<file path="config.mk">
export PLATFORM = sky130hd
export DESIGN_NAME = csa_cpa_accum
export DESIGN_NICKNAME = d
export VERILOG_FILES = /design/src/rtl/mgemmv_csa_pkg.sv /design/src/rtl/csa_cpa_split2.sv /design/src/rtl/csa_cpa_accum.sv
export SDC_FILE = /design/constraint.sdc
export NUM_CORES = 1
export LEC_CHECK = 0
export CAP_MARGIN = 20
export CORE_UTILIZATION = 45
export DETAILED_ROUTE_END_ITERATION = 7
export PLACE_DENSITY = 0.69
export SYNTH_ARGS = -nofsm -noshare
export SYNTH_HDL_FRONTEND = slang
export SYNTH_HIERARCHICAL = 1
export SYNTH_SLANG_ARGS = --single-unit
</file>
<file path="constraint.sdc">
create_clock -name clk -period 2.89 [get_ports clk]
set_input_delay 0.289 -clock clk [delete_from_list [all_inputs] [get_ports clk]]
set_output_delay 0.289 -clock clk [all_outputs]
set_load 0.01 [all_outputs]
</file>
<file path="src/rtl/mgemmv_csa_pkg.sv">
// Shared definitions for the MGEMMV CSA -> CPA resolution path.
// Holds the default operand/accumulator widths, the split-point helpers
// for the two-stage carry-propagate adder, and the P1 payload type.
package mgemmv_csa_pkg;

    localparam int S_W_DEF   = 12;
    localparam int C_W_DEF   = 12;
    localparam int ACC_W_DEF = 24;
    localparam int CNT_W_DEF = 8;

    // Resolved operand width: one bit more than the wider CSA vector.
    function automatic int calc_p(input int s_w, input int c_w);
        return ((s_w > c_w) ? s_w : c_w) + 1;
    endfunction

    // Low half gets the extra bit when P is odd.
    function automatic int calc_lo(input int p);
        return (p + 1) / 2;
    endfunction

    function automatic int calc_hi(input int p);
        return p - calc_lo(p);
    endfunction

    localparam int P_DEF  = calc_p(S_W_DEF, C_W_DEF);
    localparam int LO_DEF = calc_lo(P_DEF);
    localparam int HI_DEF = calc_hi(P_DEF);

    // State carried from the low-half add to the high-half add.
    // Sized from the default operand widths; the adder's S_W/C_W must
    // match them.
    typedef struct packed {
        logic [LO_DEF-1:0] lo_sum;
        logic              c1;
        logic [HI_DEF-1:0] sum_hi;
        logic [HI_DEF-1:0] carry_hi;
        logic              last;
    } p1_t;

endpackage

</file>
<file path="src/rtl/csa_cpa_split2.sv">
// Two-stage split carry-propagate adder.
// P1 adds the low halves of the zero-extended sum/carry vectors and keeps
// the carry-out; P2 adds the high halves plus that carry and emits the
// full P-bit binary value. Both stages hold when en is low.
module csa_cpa_split2
    import mgemmv_csa_pkg::*;
#(
    parameter int S_W = S_W_DEF,
    parameter int C_W = C_W_DEF,
    localparam int P  = calc_p(S_W, C_W)
) (
    input  logic           clk,
    input  logic           rst,
    input  logic           en,
    input  logic           in_valid,
    input  logic [S_W-1:0] in_sum,
    input  logic [C_W-1:0] in_carry,
    input  logic           in_last,
    output logic           p2_valid,
    output logic [P-1:0]   p2_prod,
    output logic           p2_last
);

    localparam int LO = calc_lo(P);
    localparam int HI = calc_hi(P);

    logic [P-1:0]  sum_ext;
    logic [P-1:0]  carry_ext;
    logic [LO:0]   lo_full;
    p1_t           p1_d;
    p1_t           p1_q;
    logic          p1_valid;
    logic [HI-1:0] hi_res;

    // Zero-extend both operands and form the low-half partial sum.
    always_comb begin
        sum_ext       = {{(P - S_W){1'b0}}, in_sum};
        carry_ext     = {{(P - C_W){1'b0}}, in_carry};
        lo_full       = {1'b0, sum_ext[LO-1:0]} + {1'b0, carry_ext[LO-1:0]};
        p1_d          = '0;
        p1_d.lo_sum   = lo_full[LO-1:0];
        p1_d.c1       = lo_full[LO];
        p1_d.sum_hi   = sum_ext[P-1:LO];
        p1_d.carry_hi = carry_ext[P-1:LO];
        p1_d.last     = in_last;
    end

    // P1 register: captures an accepted beat's low-half result.
    always_ff @(posedge clk) begin
        if (rst) begin
            p1_valid <= 1'b0;
            p1_q     <= '0;
        end else if (en) begin
            p1_valid <= in_valid;
            p1_q     <= p1_d;
        end
    end

    // High half plus the low-half carry; cannot overflow HI bits because
    // the operands were zero-extended by one bit.
    always_comb begin
        hi_res = p1_q.sum_hi + p1_q.carry_hi + HI'(p1_q.c1);
    end

    // P2 register: the resolved binary value of the beat.
    always_ff @(posedge clk) begin
        if (rst) begin
            p2_valid <= 1'b0;
            p2_prod  <= '0;
            p2_last  <= 1'b0;
        end else if (en) begin
            p2_valid <= p1_valid;
            p2_prod  <= {hi_res, p1_q.lo_sum};
            p2_last  <= p1_q.last;
        end
    end

endmodule

</file>
<file path="src/rtl/csa_cpa_accum.sv">
// CSA (sum, carry) resolver and per-vector accumulator.
// Each accepted beat is resolved to binary by csa_cpa_split2, then summed
// into an ACC_W accumulator until a beat flagged in_last arrives, at which
// point one result (value, beat count, overflow flag) is presented.
//
// Handshake: a transfer happens on a port in any cycle where its valid and
// ready are both high. A presented result is held stable until taken.
// While a result is held (out_valid & ~out_ready) the whole pipeline
// freezes and in_ready is low, so results always leave in order.
//
// Build option: define CSA_CPA_SAT_EN to clamp the accumulator to all-ones
// when it carries out of ACC_W; otherwise it wraps. out_ovf reports the
// carry-out either way.
module csa_cpa_accum
    import mgemmv_csa_pkg::*;
#(
    parameter int S_W   = S_W_DEF,
    parameter int C_W   = C_W_DEF,
    parameter int ACC_W = ACC_W_DEF,
    parameter int CNT_W = CNT_W_DEF
) (
    input  logic             clk,
    input  logic             rst,
    input  logic             in_valid,
    output logic             in_ready,
    input  logic [S_W-1:0]   in_sum,
    input  logic [C_W-1:0]   in_carry,
    input  logic             in_last,
    output logic             out_valid,
    input  logic             out_ready,
    output logic [ACC_W-1:0] out_acc,
    output logic [CNT_W-1:0] out_cnt,
    output logic             out_ovf
);

    localparam int P = calc_p(S_W, C_W);

    logic             stall;
    logic             pipe_en;
    logic             acc_en;
    logic             p2_valid;
    logic [P-1:0]     p2_prod;
    logic             p2_last;

    logic [ACC_W-1:0] acc;
    logic             first;
    logic             sticky;
    logic [CNT_W-1:0] cnt;

    logic [ACC_W:0]   acc_base;
    logic [ACC_W:0]   acc_next;
    logic [ACC_W-1:0] acc_res;
    logic             acc_carry;
    logic [CNT_W-1:0] cnt_inc;

    assign stall    = out_valid & ~out_ready;
    assign pipe_en  = ~stall;
    assign in_ready = pipe_en;
    assign acc_en   = p2_valid & pipe_en;

    csa_cpa_split2 #(
        .S_W (S_W),
        .C_W (C_W)
    ) u_split2 (
        .clk      (clk),
        .rst      (rst),
        .en       (pipe_en),
        .in_valid (in_valid),
        .in_sum   (in_sum),
        .in_carry (in_carry),
        .in_last  (in_last),
        .p2_valid (p2_valid),
        .p2_prod  (p2_prod),
        .p2_last  (p2_last)
    );

    // Next accumulator value, its carry-out and the saturating beat count.
    always_comb begin
        acc_base  = first ? '0 : {1'b0, acc};
        acc_next  = acc_base + {{(ACC_W + 1 - P){1'b0}}, p2_prod};
        acc_carry = acc_next[ACC_W];
`ifdef CSA_CPA_SAT_EN
        acc_res   = acc_carry ? '1 : acc_next[ACC_W-1:0];
`else
        acc_res   = acc_next[ACC_W-1:0];
`endif
        cnt_inc   = (&cnt) ? cnt : cnt + CNT_W'(1);
    end

    // Per-vector accumulation state; restarts after every last beat.
    always_ff @(posedge clk) begin
        if (rst) begin
            acc    <= '0;
            first  <= 1'b1;
            sticky <= 1'b0;
            cnt    <= '0;
        end else if (acc_en) begin
            acc <= acc_res;
            if (p2_last) begin
                first  <= 1'b1;
                sticky <= 1'b0;
                cnt    <= '0;
            end else begin
                first  <= 1'b0;
                sticky <= sticky | acc_carry;
                cnt    <= cnt_inc;
            end
        end
    end

    // Result register: loads on a last beat, otherwise drops when taken.
    always_ff @(posedge clk) begin
        if (rst) begin
            out_valid <= 1'b0;
            out_acc   <= '0;
            out_cnt   <= '0;
            out_ovf   <= 1'b0;
        end else if (acc_en && p2_last) begin
            out_valid <= 1'b1;
            out_acc   <= acc_res;
            out_cnt   <= cnt_inc;
            out_ovf   <= sticky | acc_carry;
        end else if (out_ready) begin
            out_valid <= 1'b0;
        end
    end

endmodule

</file>
==> summary.txt, run 1 <==
Worst-path clk slew -> 0.07 ns
CORE AREA -> 0.0116 mm^2
Crit. End Element -> flip-flop
Worst-Margin Slew -> 0.504 ns
Fin crit share -> 93.1%
Cell chain of the critical path -> nor2b_1, ha_1, fa_1, a21o_1, a311oi_2, nor3_1, o31a_1, or3_1, nand3_1, a21oi_1
CTS Root Cell -> clkbuf_16
Slowest stage cell, crit path -> fa_1
Final GP Congestion -> 0.852
Async S/R FF share, synth -> 0%
Rows -> 39
Initial antenna violation count -> 0
Most common cell after layout, fill and taps aside -> dfxtp_1
CP arrival -> 2.90 ns
Final setup fails -> 0
Post-route ant nets -> 0
Synth Instances -> 657
Crit path launch type -> flip-flop
Number of port buffers -> 63
Vias -> 4813
Register bit count reported by yosys -> 103
RR Startpoint -> acc[0]
Clk Latency, worst-skew pair -> 0.34 ns
Die H -> 112 um
DR iter-0 viols -> 288
ANT cells -> 0
Die footprint -> 0.0125 mm^2
R2R Path End -> acc[12]
Register area share after synthesis -> 38.0%
Hpwl dp -> 9050 um
Post-route design area -> 0.00656 mm^2
R2r worst-path depth -> 10
Vias in the first global route -> 4551
R2r setup slk -> 0.20 ns
Worst VDD drop -> 435 uV
Failing checks -> design-rule violations
Final hold vios -> 0
H-tree depth -> 3
Die extent in x -> 112 um
DRC Markers -> 5
P_leak -> 2.57 nW
PwrDens -> 483 mW/mm^2
Status -> finished with violations
Number of vias per cell -> 5.62
Fin Clk Skew -> 0.00775 ns
Area after DPL -> 0.00620 mm^2
Grt ovf -> 0
WL/cell -> 14.8 um
DRT Pass-1 Iters -> 6
Layout net count -> 766
Main synth FF type -> dfxtp_1
CTS Buf Count -> 9
CP max stage delay -> 0.42 ns
Worst Setup Path Type -> flip-flop to flip-flop
Clk sinks -> 103
Clock period minus worst slack -> 2.69 ns
Area grow syn2layout -> 20.8%
CTS tree -> done
Worst relative slew slack -> 66.4%
Total Power -> 3.17 mW
Cts hold-fix bufs -> 0
Critical-path maximum fanout -> 3
First-pass GRT wire length -> 21100 um
Post-synth EDFFs -> 0
Syn_nets -> 715
Fraction of layout cells with a size suffix above 1 -> 7.29%
Hold depth -> 2
Initial Utilization -> 46.9%
Worst Path Required -> 3.10 ns
Worst Hold Class -> input port to flip-flop
Crit. Startpoint -> acc[0]
Setup TNS Final -> 0 ns
F_max -> 372 MHz
Worst Hold Path EP -> u_split2/p1_q[10]
Yosys warning count -> 6
I/O pins -> 64
Hold wc startpoint -> rst
Final WL -> 12600 um
Max Buffers Root-to-Sink -> 2
Total track usage -> 20.8%
RSZ-0062 raised after global routing -> no
Highest-count cells in the layout ignoring fill and taps -> 103 x dfxtp_1, 82 x nor2_1, 78 x nand2_1
Post-synth cell types -> 70
Total of max-cap violations -> 0
Cell area after synthesis -> 0.00543 mm^2
Synth Area per Inst -> 8.26 um^2
Max-slew violation count -> 0
Pin count of the biggest net entering global routing -> 50
[cell usage after synthesis, types with 7 or more instances]
library cell / n / area share [%]
a211oi_1: 13 / 1.8
a21oi_1: 57 / 5.3
a31oi_1: 7 / 0.81
buf_2: 7 / 0.65
clkbuf_1: 24 / 1.7
dfxtp_1: 103 / 38
ha_1: 25 / 5.8
inv_1: 13 / 0.90
mux2i_1: 27 / 5.0
nand2_1: 78 / 5.4
nand2b_1: 11 / 1.3
nand3_1: 18 / 1.7
nor2_1: 84 / 5.8
nor2b_1: 20 / 2.3
nor3_1: 21 / 1.9
o21ai_0: 14 / 1.3
xnor2_1: 16 / 2.6
[cell families (layout without fill, tap and decap cells)]
kind of cell	Yosys count	in the layout	share of synthesized area, %
buf+inv	53	109	3.92
mux	27	27	4.98
compound gates	148	148	18.2
xor+xnor	21	21	3.39
simple gates	276	276	24.3
fa+ha+maj	29	29	7.24
flops	103	103	38.0
[stage by stage]
| stage | instances | utilization, % | hold WS [ns] | setup slack (ns) |
|---|---|---|---|---|
| 3_3_place_gp | 840 | 53.6 | 0.440 | 0.141 |
| 6_report | 856 | 56.7 | 0.341 | 0.200 |
| 5_1_grt | 856 | 56.7 | 0.362 | 0.00399 |
| 4_1_cts | 856 | 56.5 | 0.341 | 0.107 |
| 2_1_floorplan | 657 | - | 0.432 | 0.0214 |
| 3_5_place_dp | 840 | 53.6 | 0.444 | 0.109 |
[layer usage]
metal	track usage, %	vias up	part of all wire, %
li1	-	2419	-
met1	25.6	2279	45
met2	36.1	98	50
met3	3.92	17	3.3
met4	7.39	0	1.7
met5	0	-	0
[critical path, delay by kind of cell (launching register included)]
kind | cells | cell delay [ns]
AO/OA/AOI/OAI | 4 | 0.94
AND/OR/NAND/NOR | 4 | 0.67
adder cells (fa/ha/maj) | 2 | 0.64
flip-flops | 1 | 0.30
[registers in the layout, indices dropped and copies added, names as in the netlist, 8 cells and up]
name,count
cnt,8
out_cnt,8
u_split2/p1_q,19
u_split2/p2_prod,13
acc,24
out_acc,24
[worst max-delay path by stage]
stage	end	slack, ns	cells after the start
after floorplan	out_acc[12]	0.02	12
after global placement	out_acc[12]	0.14	10
after detailed placement	out_acc[12]	0.11	10
after CTS	out_acc[12]	0.11	10
after global routing	acc[18]	0.004	11
final	acc[12]	0.20	10
[area by class of cell]
type                    count  area [um^2]
clock buffers              10          229
clock inverters             6          109
fillers                  1070         5010
inverters                  14         52.6
multi-input cells         501         3180
flip-flops and latches    103         2060
well taps                 143          179
repair buffers             79          748
[power breakdown]
part / internal, mW / switching (mW) / leakage, nW
clock: 0.845 / 0.519 / 0.166
sequential: 1.47 / 0.0323 / 0.839
combinational: 0.144 / 0.164 / 1.57
[timing repair]
item / in CTS / in global routing
resized for setup: 0 / 6
buffers inserted: 0 / 0
setup endpoints to repair: 0 / 9
No activity file was read; power rests on OpenSTA's default activity.
==> inputs of run 2 (changes only) <==
Settings changed: PLACE_DENSITY 0.69 to 0.66.
==> run 2 against run 1 <==
  * Worst setup slack worse by 0.035 ns
  * Total power down 4.8%
  * First-iteration DRC count down 36%
  * Final cell count down 0.82%
  * The run still ends with design-rule violations left
  * Sequential power about the same
  * Flip-flop and latch count unchanged
  * Critical path depth unchanged
  * Combinational power about the same
  * Clock power down 10%
  * Utilization down 0.63 points
  * Final area down 1.1%
  * Global-route usage up 0.23 points
==> summary.txt, run 2 (synthesis results as in run 1) <==
Most common cell after layout, fill and taps aside -> dfxtp_1
Total of max-cap violations -> 0 (unchanged)
Crit. Startpoint -> first
PwrDens -> 465 mW/mm^2 (-3.7%)
Critical-path maximum fanout -> 28 (+25)
ANT cells -> 0 (unchanged)
Die footprint -> 0.0125 mm^2 (unchanged)
Clk Latency, worst-skew pair -> 0.35 ns (about the same)
Hpwl dp -> 8790 um (-2.9%)
Final setup fails -> 0 (unchanged)
Top Registers -> acc (24), out_acc (24), u_split2/p1_q (19)
Final WL -> 12300 um (-2.6%)
RR Startpoint -> first
R2R Path End -> out_acc[11]
F_max -> 367 MHz (-1.3%)
Worst-path clk slew -> 0.06 ns (about the same)
Initial Utilization -> 46.9% (unchanged)
Status -> finished with violations
Area grow syn2layout -> 19.5%
R2r setup slk -> 0.16 ns (-0.04 ns)
Clk sinks -> 103 (unchanged)
Clock period minus worst slack -> 2.73 ns (+0.0355 ns)
Worst relative slew slack -> 58.0% (-8.4 points)
Total track usage -> 21.0% (+0.23 points)
Worst path top cell family by delay -> compound AO/OA/AOI/OAI gates
Rows -> 39 (unchanged)
Hold_ws -> 0.382 ns (+0.0406 ns)
DRC Markers -> 2 (-3)
Crit path launch type -> flip-flop
Crit. End Element -> flip-flop
Most frequent CP cell -> nor3_1
Worst Setup Path Type -> flip-flop to flip-flop
R2r worst-path depth -> 10 (unchanged)
CORE AREA -> 0.0116 mm^2 (unchanged)
Worst Path Required -> 3.13 ns (+0.03 ns)
Final hold vios -> 0 (unchanged)
Multi-input gate area -> 0.00317 mm^2 (-0.28%)
Worst-Margin Slew -> 0.630 ns (+0.127 ns)
Register area -> 0.00206 mm^2 (about the same)
Post-route ant nets -> 0 (unchanged)
Max-slew violation count -> 0 (unchanged)
Fin crit share -> 94.3% (+1.2 points)
I/O pins -> 64 (unchanged)
Fin Clk Skew -> 0.00481 ns (-0.00294 ns)
Instance count on the critical path -> 10 (unchanged)
CTS Buf Count -> 9 (unchanged)
CP max stage delay -> 0.37 ns (-0.05 ns)
Critical path destination -> out_acc[11]
CTS tree -> done
CTS Root Cell -> clkbuf_16
Fraction of layout cells with a size suffix above 1 -> 6.09% (-1.2 points)
First-pass GRT wire length -> 21100 um (+0.13%)
Initial antenna violation count -> 0 (unchanged)
FILL cells -> 1049 (-2.0%)
DRT Pass-1 Iters -> 6 (unchanged)
RSZ-0062 raised after global routing -> yes
Slowest stage cell, crit path -> dfxtp_2
Area after DPL -> 0.00617 mm^2 (-0.52%)
H-tree depth -> 3 (unchanged)
Layout net count -> 760 (-0.78%)
Total Power -> 3.02 mW (-4.8%)
P_leak -> 2.54 nW (-1.2%)
Max Buffers Root-to-Sink -> 2 (unchanged)
DP Cell Count -> 834 (-0.71%)
DR iter-0 viols -> 184 (-36%)
Worst VDD drop -> 377 uV (-13%)
Worst path bufs/invs -> 1 (+1)
Die H -> 112 um (unchanged)
Worst Hold Class -> input port to flip-flop
Final instance count without filler cells -> 849 (-0.82%)
Post-CTS setup repair buffer count -> 0 (unchanged)
Cell chain of the critical path -> buf_8, nor2b_1, ha_1, a21o_1, o21bai_2, o2111a_2, nor3_1, xor2_1, nor3_1, a31o_1
Pin count of the biggest net entering global routing -> 64 (+28%)
Vias in the first global route -> 4383 (-3.7%)
Failing checks -> design-rule violations
Highest-count cells in the layout ignoring fill and taps -> 102 x dfxtp_1, 83 x nor2_1, 78 x nand2_1
Grt ovf -> 0 (unchanged)
Die extent in x -> 112 um (unchanged)
Vias -> 4731 (-1.7%)
CP arrival -> 2.97 ns (+0.07 ns)
WL/cell -> 14.5 um (-1.8%)
Post-route design area -> 0.00649 mm^2 (-1.1%)
Final GP Congestion -> 0.893 (+4.8%)
Number of port buffers -> 63 (unchanged)
Number of vias per cell -> 5.57 (-0.89%)
run 2: worst min path at each step:
stage / to / from / depth (start not counted)
2_1_floorplan: acc[0] / acc[0] / 2
5_1_grt: u_split2/p1_q[8] / rst / 2
6_report: u_split2/p1_q[1] / rst / 2
3_3_place_gp: acc[9] / acc[9] / 2
4_1_cts: u_split2/p1_q[8] / rst / 2
3_5_place_dp: acc[1] / acc[1] / 2
run 2: routing by layer:
layer | wire, um | vias to the layer above | track usage, % | share of wire (%)
met5 | 0 | - | 0 | 0
met4 | 152 | 0 | 5.95 | 1.2
met3 | 430 | 13 | 5.01 | 3.5
met2 | 6020 | 71 | 35.7 | 49
met1 | 5700 | 2221 | 26.5 | 46
li1 | - | 2426 | - | -
run 2: power breakdown:
group	internal [mW]	switching, mW
Clock	0.709	0.507
Sequential	1.47	0.0306
Combinational	0.141	0.164
run 2: final cells by class:
| type | count | share of cell area (%) |
|---|---|---|
| timing repair buffer | 73 | 11.1 |
| multi-input combinational | 501 | 48.9 |
| clock buffer | 11 | 3.90 |
| inverter | 14 | 0.810 |
| sequential | 103 | 31.8 |
| tap | 143 | 2.76 |
| clock inverter | 4 | 0.694 |
run 2: metrics by stage:
step	utilization (%)	TNS (ns)	setup slack (ns)
after floorplan	-	0	0.0214
after global placement	53.3	0	0.108
after detailed placement	53.3	0	0.0870
after CTS	55.9	0	0.0617
after global routing	56.1	-0.0303	-0.0182
final	56.1	0	0.165
run 2: what timing repair did:
action	in CTS	in global routing
hold buffers	0	0
endpoints found under the setup margin	0	22
resized for setup	0	5
==> inputs of run 3 (changes only) <==
Settings changed: PLACE_DENSITY 0.66 to 0.69.
==> results of run 3 <==
Same layout as run 1: the final DEF is identical, and so are final timing and power.
